**src/rtl/clock_pkg.sv**
```systemverilog
// Shared definitions for the clock digit chain and its set-time controller.
package clock_pkg;

  localparam int NDIG_DEFAULT = 6;

  typedef enum logic {
    ST_RUN = 1'b0,
    ST_SET = 1'b1
  } state_e;

  // Ceiling log2, never below 1 so single-value counters still get a bit.
  function automatic int clog2(input int value);
    int w;
    w = 0;
    while ((1 << w) < value) w++;
    return (w < 1) ? 1 : w;
  endfunction

endpackage

```
**src/rtl/btn_debounce.sv**
```systemverilog
// Raw push-button conditioner: 2-FF synchronizer, stability counter, and a
// one-cycle press pulse on every accepted 0->1 transition.
module btn_debounce
  import clock_pkg::*;
#(
  parameter int DEB_CYCLES = 4
) (
  input  logic clk,
  input  logic clear,
  input  logic btn_raw,
  output logic level,
  output logic press
);

  localparam int CW = clog2(DEB_CYCLES + 1);
  localparam logic [CW-1:0] CNT_LAST = CW'(DEB_CYCLES - 1);

  logic          sync1_q, sync1_d;
  logic          sync2_q, sync2_d;
  logic          level_q, level_d;
  logic          press_q, press_d;
  logic [CW-1:0] cnt_q, cnt_d;

  always_comb begin
    sync1_d = btn_raw;
    sync2_d = sync1_q;
    level_d = level_q;
    cnt_d   = '0;
    // The sample that would bring the count to DEB_CYCLES flips the level instead.
    if (sync2_q != level_q) begin
      if (cnt_q >= CNT_LAST) begin
        level_d = sync2_q;
      end else begin
        cnt_d = cnt_q + CW'(1);
      end
    end
    press_d = level_d & ~level_q;
  end

  always_ff @(posedge clk) begin
    if (clear) begin
      sync1_q <= 1'b0;
      sync2_q <= 1'b0;
      level_q <= 1'b0;
      press_q <= 1'b0;
      cnt_q   <= '0;
    end else begin
      sync1_q <= sync1_d;
      sync2_q <= sync2_d;
      level_q <= level_d;
      press_q <= press_d;
      cnt_q   <= cnt_d;
    end
  end

  assign level = level_q;
  assign press = press_q;

endmodule

```
**src/rtl/time_set_ctrl.sv**
```systemverilog
// Set-time front end: RUN/SET mode FSM, digit selection, increment pulses with
// auto-repeat, and the display blink strobe, all driven from three raw buttons.
module time_set_ctrl
  import clock_pkg::*;
#(
  parameter int NDIG         = NDIG_DEFAULT,
  parameter int DEB_CYCLES   = 4,
  parameter int REPEAT_DELAY = 8,
  parameter int REPEAT_RATE  = 2,
  parameter int BLINK_HALF   = 4,
  localparam int SW          = clog2(NDIG)
) (
  input  logic            clkmain,
  input  logic            clear,
  input  logic            btn_mode,
  input  logic            btn_next,
  input  logic            btn_inc,
  output logic            set_time,
  output logic [NDIG-1:0] slt,
  output logic [SW-1:0]   sel_idx,
  output logic            blink,
  output logic            state_dbg
);

  localparam int REP_MAX = (REPEAT_DELAY > REPEAT_RATE) ? REPEAT_DELAY : REPEAT_RATE;
  localparam int RW      = clog2(REP_MAX + 1);
  localparam int BW      = clog2(BLINK_HALF + 1);

  localparam logic [SW-1:0] SEL_MAX    = SW'(NDIG - 1);
  localparam logic [RW-1:0] DELAY_LAST = RW'(REPEAT_DELAY - 1);
  localparam logic [RW-1:0] RATE_LAST  = RW'(REPEAT_RATE - 1);
  localparam logic [BW-1:0] BLINK_LAST = BW'(BLINK_HALF - 1);

  logic mode_press, next_press, inc_press;
  logic mode_level, next_level, inc_level;
  logic unused_levels;

  btn_debounce #(.DEB_CYCLES(DEB_CYCLES)) u_deb_mode (
    .clk(clkmain), .clear(clear), .btn_raw(btn_mode), .level(mode_level), .press(mode_press)
  );
  btn_debounce #(.DEB_CYCLES(DEB_CYCLES)) u_deb_next (
    .clk(clkmain), .clear(clear), .btn_raw(btn_next), .level(next_level), .press(next_press)
  );
  btn_debounce #(.DEB_CYCLES(DEB_CYCLES)) u_deb_inc (
    .clk(clkmain), .clear(clear), .btn_raw(btn_inc), .level(inc_level), .press(inc_press)
  );

  assign unused_levels = mode_level ^ next_level;

  state_e          state_q, state_d;
  logic [SW-1:0]   sel_q, sel_d;
  logic [NDIG-1:0] slt_q, slt_d;
  logic            blink_q, blink_d;
  logic [BW-1:0]   blink_cnt_q, blink_cnt_d;
  logic [RW-1:0]   rep_cnt_q, rep_cnt_d;
  logic            rep_active_q, rep_active_d;
  logic            rep_rate_q, rep_rate_d;
  logic            rep_fire;

  always_comb begin
    state_d      = state_q;
    sel_d        = sel_q;
    slt_d        = '0;
    blink_d      = 1'b0;
    blink_cnt_d  = '0;
    rep_cnt_d    = '0;
    rep_active_d = 1'b0;
    rep_rate_d   = 1'b0;
    rep_fire     = 1'b0;

    case (state_q)
      ST_RUN: begin
        if (mode_press) begin
          state_d = ST_SET;
          sel_d   = SEL_MAX;
          blink_d = 1'b1;
        end
      end

      ST_SET: begin
        blink_d = blink_q;
        if (blink_cnt_q >= BLINK_LAST) begin
          blink_d = ~blink_q;
        end else begin
          blink_cnt_d = blink_cnt_q + BW'(1);
        end

        // Repeat engine: first gap is REPEAT_DELAY, later gaps REPEAT_RATE.
        if (rep_active_q && inc_level) begin
          rep_active_d = 1'b1;
          rep_rate_d   = rep_rate_q;
          if (rep_cnt_q >= (rep_rate_q ? RATE_LAST : DELAY_LAST)) begin
            rep_fire   = 1'b1;
            rep_rate_d = 1'b1;
          end else begin
            rep_cnt_d = rep_cnt_q + RW'(1);
          end
        end

        if (mode_press) begin
          state_d      = ST_RUN;
          blink_d      = 1'b0;
          blink_cnt_d  = '0;
          rep_active_d = 1'b0;
          rep_rate_d   = 1'b0;
          rep_cnt_d    = '0;
        end else begin
          if (next_press) begin
            sel_d       = (sel_q == '0) ? SEL_MAX : sel_q - SW'(1);
            blink_d     = 1'b1;
            blink_cnt_d = '0;
          end else if (inc_press) begin
            rep_active_d = 1'b1;
            rep_rate_d   = 1'b0;
            rep_cnt_d    = '0;
            rep_fire     = 1'b1;
          end
          // Pulse follows the selection as it stands after this edge.
          if (rep_fire) begin
            slt_d = NDIG'(1) << sel_d;
          end
        end
      end

      default: state_d = ST_RUN;
    endcase
  end

  always_ff @(posedge clkmain) begin
    if (clear) begin
      state_q      <= ST_RUN;
      sel_q        <= SEL_MAX;
      slt_q        <= '0;
      blink_q      <= 1'b0;
      blink_cnt_q  <= '0;
      rep_cnt_q    <= '0;
      rep_active_q <= 1'b0;
      rep_rate_q   <= 1'b0;
    end else begin
      state_q      <= state_d;
      sel_q        <= sel_d;
      slt_q        <= slt_d;
      blink_q      <= blink_d;
      blink_cnt_q  <= blink_cnt_d;
      rep_cnt_q    <= rep_cnt_d;
      rep_active_q <= rep_active_d;
      rep_rate_q   <= rep_rate_d;
    end
  end

  assign set_time  = (state_q == ST_SET);
  assign slt       = slt_q;
  assign sel_idx   = sel_q;
  assign blink     = blink_q;
  assign state_dbg = state_q;

endmodule

```
**config.mk**
```make
export PLATFORM = sky130hd
export DESIGN_NAME = time_set_ctrl
export DESIGN_NICKNAME = d
export VERILOG_FILES = /design/src/rtl/clock_pkg.sv /design/src/rtl/btn_debounce.sv /design/src/rtl/time_set_ctrl.sv
export SDC_FILE = /design/constraint.sdc
export NUM_CORES = 1
export LEC_CHECK = 0
export CAP_MARGIN = 0
export CORE_MARGIN = 8
export CORE_UTILIZATION = 59
export DETAILED_ROUTE_END_ITERATION = 10
export GPL_ROUTABILITY_DRIVEN = 0
export PLACE_DENSITY = 0.89
export SYNTH_ARGS = -nofsm -noshare
export SYNTH_HDL_FRONTEND = slang
export SYNTH_HIERARCHICAL = 1
export SYNTH_SLANG_ARGS = --single-unit
```
**constraint.sdc**
```tcl
create_clock -name clkmain -period 4.5 [get_ports clkmain]
set_input_delay 0.9 -clock clkmain [delete_from_list [all_inputs] [get_ports clkmain]]
set_output_delay 0.9 -clock clkmain [all_outputs]
set_load 0.1 [all_outputs]
```
==> results.sh <==
export IMPL_status="finished clean"
export IMPL_dp_hpwl_mm=2.518
export IMPL_seq_area_frac_synth_pct=47.36
export IMPL_ys_warn_count=6
export IMPL_grt_max_degree=31
export IMPL_syn_nets=189
export IMPL_arrival_ns=2.10
export IMPL_ir_drop_mv=0.2617
export IMPL_post_cts_buffers=0
export IMPL_mappedNetlistArea_mm2=0.001733
export IMPL_cts_tree="yes"
export IMPL_setup_viol=0
export IMPL_synth_edff_count=0
export IMPL_dieArea_mm2=0.004927
export IMPL_rows=19
export IMPL_crit_path_top_delay_cell="clkdlybuf4s50_1"
export IMPL_coreArea_mm2=0.002781
export IMPL_port_buffers=16
export IMPL_path_delay_family="buffers and inverters"
export IMPL_routedWlPerCell_um=14.93
export IMPL_h_tree_depth=2
export IMPL_synth_top_cell_by_area="dfxtp_1"
export IMPL_routed_via_count=1317
export IMPL_cts_resized_gates=0
export IMPL_drt_iter0_markers=52
export IMPL_drtPass1Iterations=4
export IMPL_synth_common_cells="dfxtp_1, ha_1"
export IMPL_post_synth_top_count_cell="dfxtp_1"
export IMPL_hold_path_class="flip-flop to flip-flop"
export IMPL_holdBufCountCts=0
export IMPL_min_period_over_period_pct=66.57
export IMPL_clock_sinks=41
export IMPL_ios=17
export IMPL_synth_avg_cell_area_um2=10.13
export IMPL_grt_pass1_vias=1278
export IMPL_netlist_cell_type_count=37
export IMPL_diodes=0
export IMPL_finalCriticalPeriod_ns=2.996
export IMPL_rsz0062_at_grt="false"
export IMPL_grt_overflow=0
export IMPL_num_nets_final=208
export IMPL_pwr_density_cell_mw_per_mm2=315.5
export IMPL_required_ns=3.60
export IMPL_endpoint_kind="output port"
export IMPL_cp_cell_sequence="clkdlybuf4s50_1"
export IMPL_path_max_fanout=12
export IMPL_worst_pin_slew_ns=1.012
export IMPL_synth_async_sr_flop_share_pct=0
export IMPL_syn_inst=171
export IMPL_yosysTopAreaCellShare_pct=47.36
export IMPL_ant_nets=0
export IMPL_drive_gt1_share_pct=6.283
export IMPL_critPathLaunchType="flip-flop"
export IMPL_dieHeight_um=70.20
export IMPL_cts_path_max_buffers=2
export IMPL_slew_headroom_pct=32.34
export IMPL_synth_area_leaders="dfxtp_1, ha_1, nand2b_1, nor2b_1, nor4_1"
export IMPL_drc=0
export IMPL_clk_pin_slew_ns=0.11
export IMPL_p_leak_nw=0.7702
export IMPL_viasPerCell=5.932
export IMPL_grt_pass1_wl_mm=5.575
export IMPL_slowest_delay_ns=1.21
export IMPL_ys_ff_latch=41
export IMPL_drt_wl_total_mm=3.314
export IMPL_dieWidth_um=70.20
export IMPL_fin_worst_skew_ns=0.004832
export IMPL_synth_ff_type="dfxtp_1"
export IMPL_fin_tns_setup_ns=0
export IMPL_numCtsBuffers=5
export IMPL_clk_insertion_delay_late_ns=0.34
export IMPL_hold_viol_final=0
export IMPL_p_total_w=0.0006276
export IMPL_antenna_found_initial=0
export IMPL_fmax_mhz=333.8
export IMPL_start_util_pct=62.30
export IMPL_critPathBufInv=1
export IMPL_area_delta_synth_final_pct=14.80
export IMPL_track_usage_pct=13.40
export IMPL_critPathKind="flip-flop to output port"
export IMPL_finalMaxSlewViolations=0
export IMPL_cts_root_buf="clkbuf_4"
export IMPL_drv_cap=0
export IMPL_fillCellCount=197
-- kinds of logic (layout without fill, tap and decap cells) --
kind of cell    after synthesis  after routing  synth area share, %
xor+xnor                      4              4                2.021
compound gates               24             24                10.83
simple gates                 71             71                24.69
flops                        41             41                47.36
fa+ha+maj                    13             13                9.387
buf+inv                      15             35                3.971
mux                           3              3                1.733
-- per-stage QoR --
stage	instances	utilization [%]	setup slack (ns)	hold slack (ns)	area, um2
2_1_floorplan	171	-	2.209	0.4138	1733
3_3_place_gp	214	68.47	1.757	0.4249	1904
3_5_place_dp	214	68.47	1.614	0.4361	1904
4_1_cts	222	71.53	1.495	0.4625	1989
5_1_grt	222	71.53	1.422	0.4723	1989
6_report	222	71.53	1.504	0.4572	1989
-- registers in the layout, indices dropped and copies added (netlist names), 3 cells and up --
name,count
blink_cnt_q,3
slt,6
u_deb_mode/cnt_q,3
u_deb_inc/cnt_q,3
sel_idx,3
rep_cnt_q,4
u_deb_next/cnt_q,3
-- power by group --
group          total (W)  switching [W]  internal [W]
clock           0.000245       0.000113      0.000133
sequential      0.000368     0.00000186      0.000366
combinational  0.0000143     0.00000672    0.00000757
-- path summary, 6_finish.rpt --
check                                startpoint                            end  slack (ns)  cells after the start
setup / recovery            set_time$_SDFF_PP0_                      state_dbg        1.50                      1
hold reg to reg   u_deb_next/sync1_q$_SDFF_PP0_  u_deb_next/sync2_q$_SDFF_PP0_        0.46                      1
hold / removal    u_deb_next/sync1_q$_SDFF_PP0_  u_deb_next/sync2_q$_SDFF_PP0_        0.46                      1
setup reg to reg        sel_idx[1]$_SDFFE_PP0P_              slt[4]$_SDFF_PP0_        2.77                      5
-- routing by layer --
layer / track usage [%] / vias up / share of wire (%)
li1: - / 656 / -
met3: 4.237 / 5 / 3.8
met1: 13.39 / 631 / 41
met4: 2.679 / 0 / 0.75
met2: 26.09 / 25 / 55
met5: 0 / - / 0
-- cell type report --
type / instances / area (um2) / area share [%]
clock buffers: 7 / 55.05 / 2.767
multi-input cells: 115 / 843.3 / 42.39
flip-flops and latches: 41 / 820.8 / 41.26
inverters: 11 / 41.29 / 2.075
repair buffers: 16 / 160.2 / 8.050
well taps: 31 / 38.79 / 1.950
clock inverters: 1 / 30.03 / 1.509
-- worst reg2reg max path, cell delays in order, from the launching register on --
cell	delay [ns]
dfxtp_1	0.52
nor2_1	0.13
ha_1	0.29
and2_1	0.19
or2_1	0.22
nor4_1	0.29
-- placed cells by master, fill, tap and decap left out, types with 3 or more instances in the layout --
cell,synthesis,routed
dfxtp_1,41,41
clkdlybuf4s50_1,0,16
ha_1,13,13
nor2_1,10,10
inv_1,10,10
nand2b_1,10,10
nor3_1,10,10
nor2b_1,10,10
nor4_1,10,10
nand3_1,5,5
clkbuf_4,0,5
xnor2_1,4,4
nand2_1,4,4
a21oi_1,3,3
a211oi_1,3,3
mux2i_1,3,3
a211o_1,3,3
nor4b_2,3,3
Note: power is estimated with default switching activity, not from simulation.
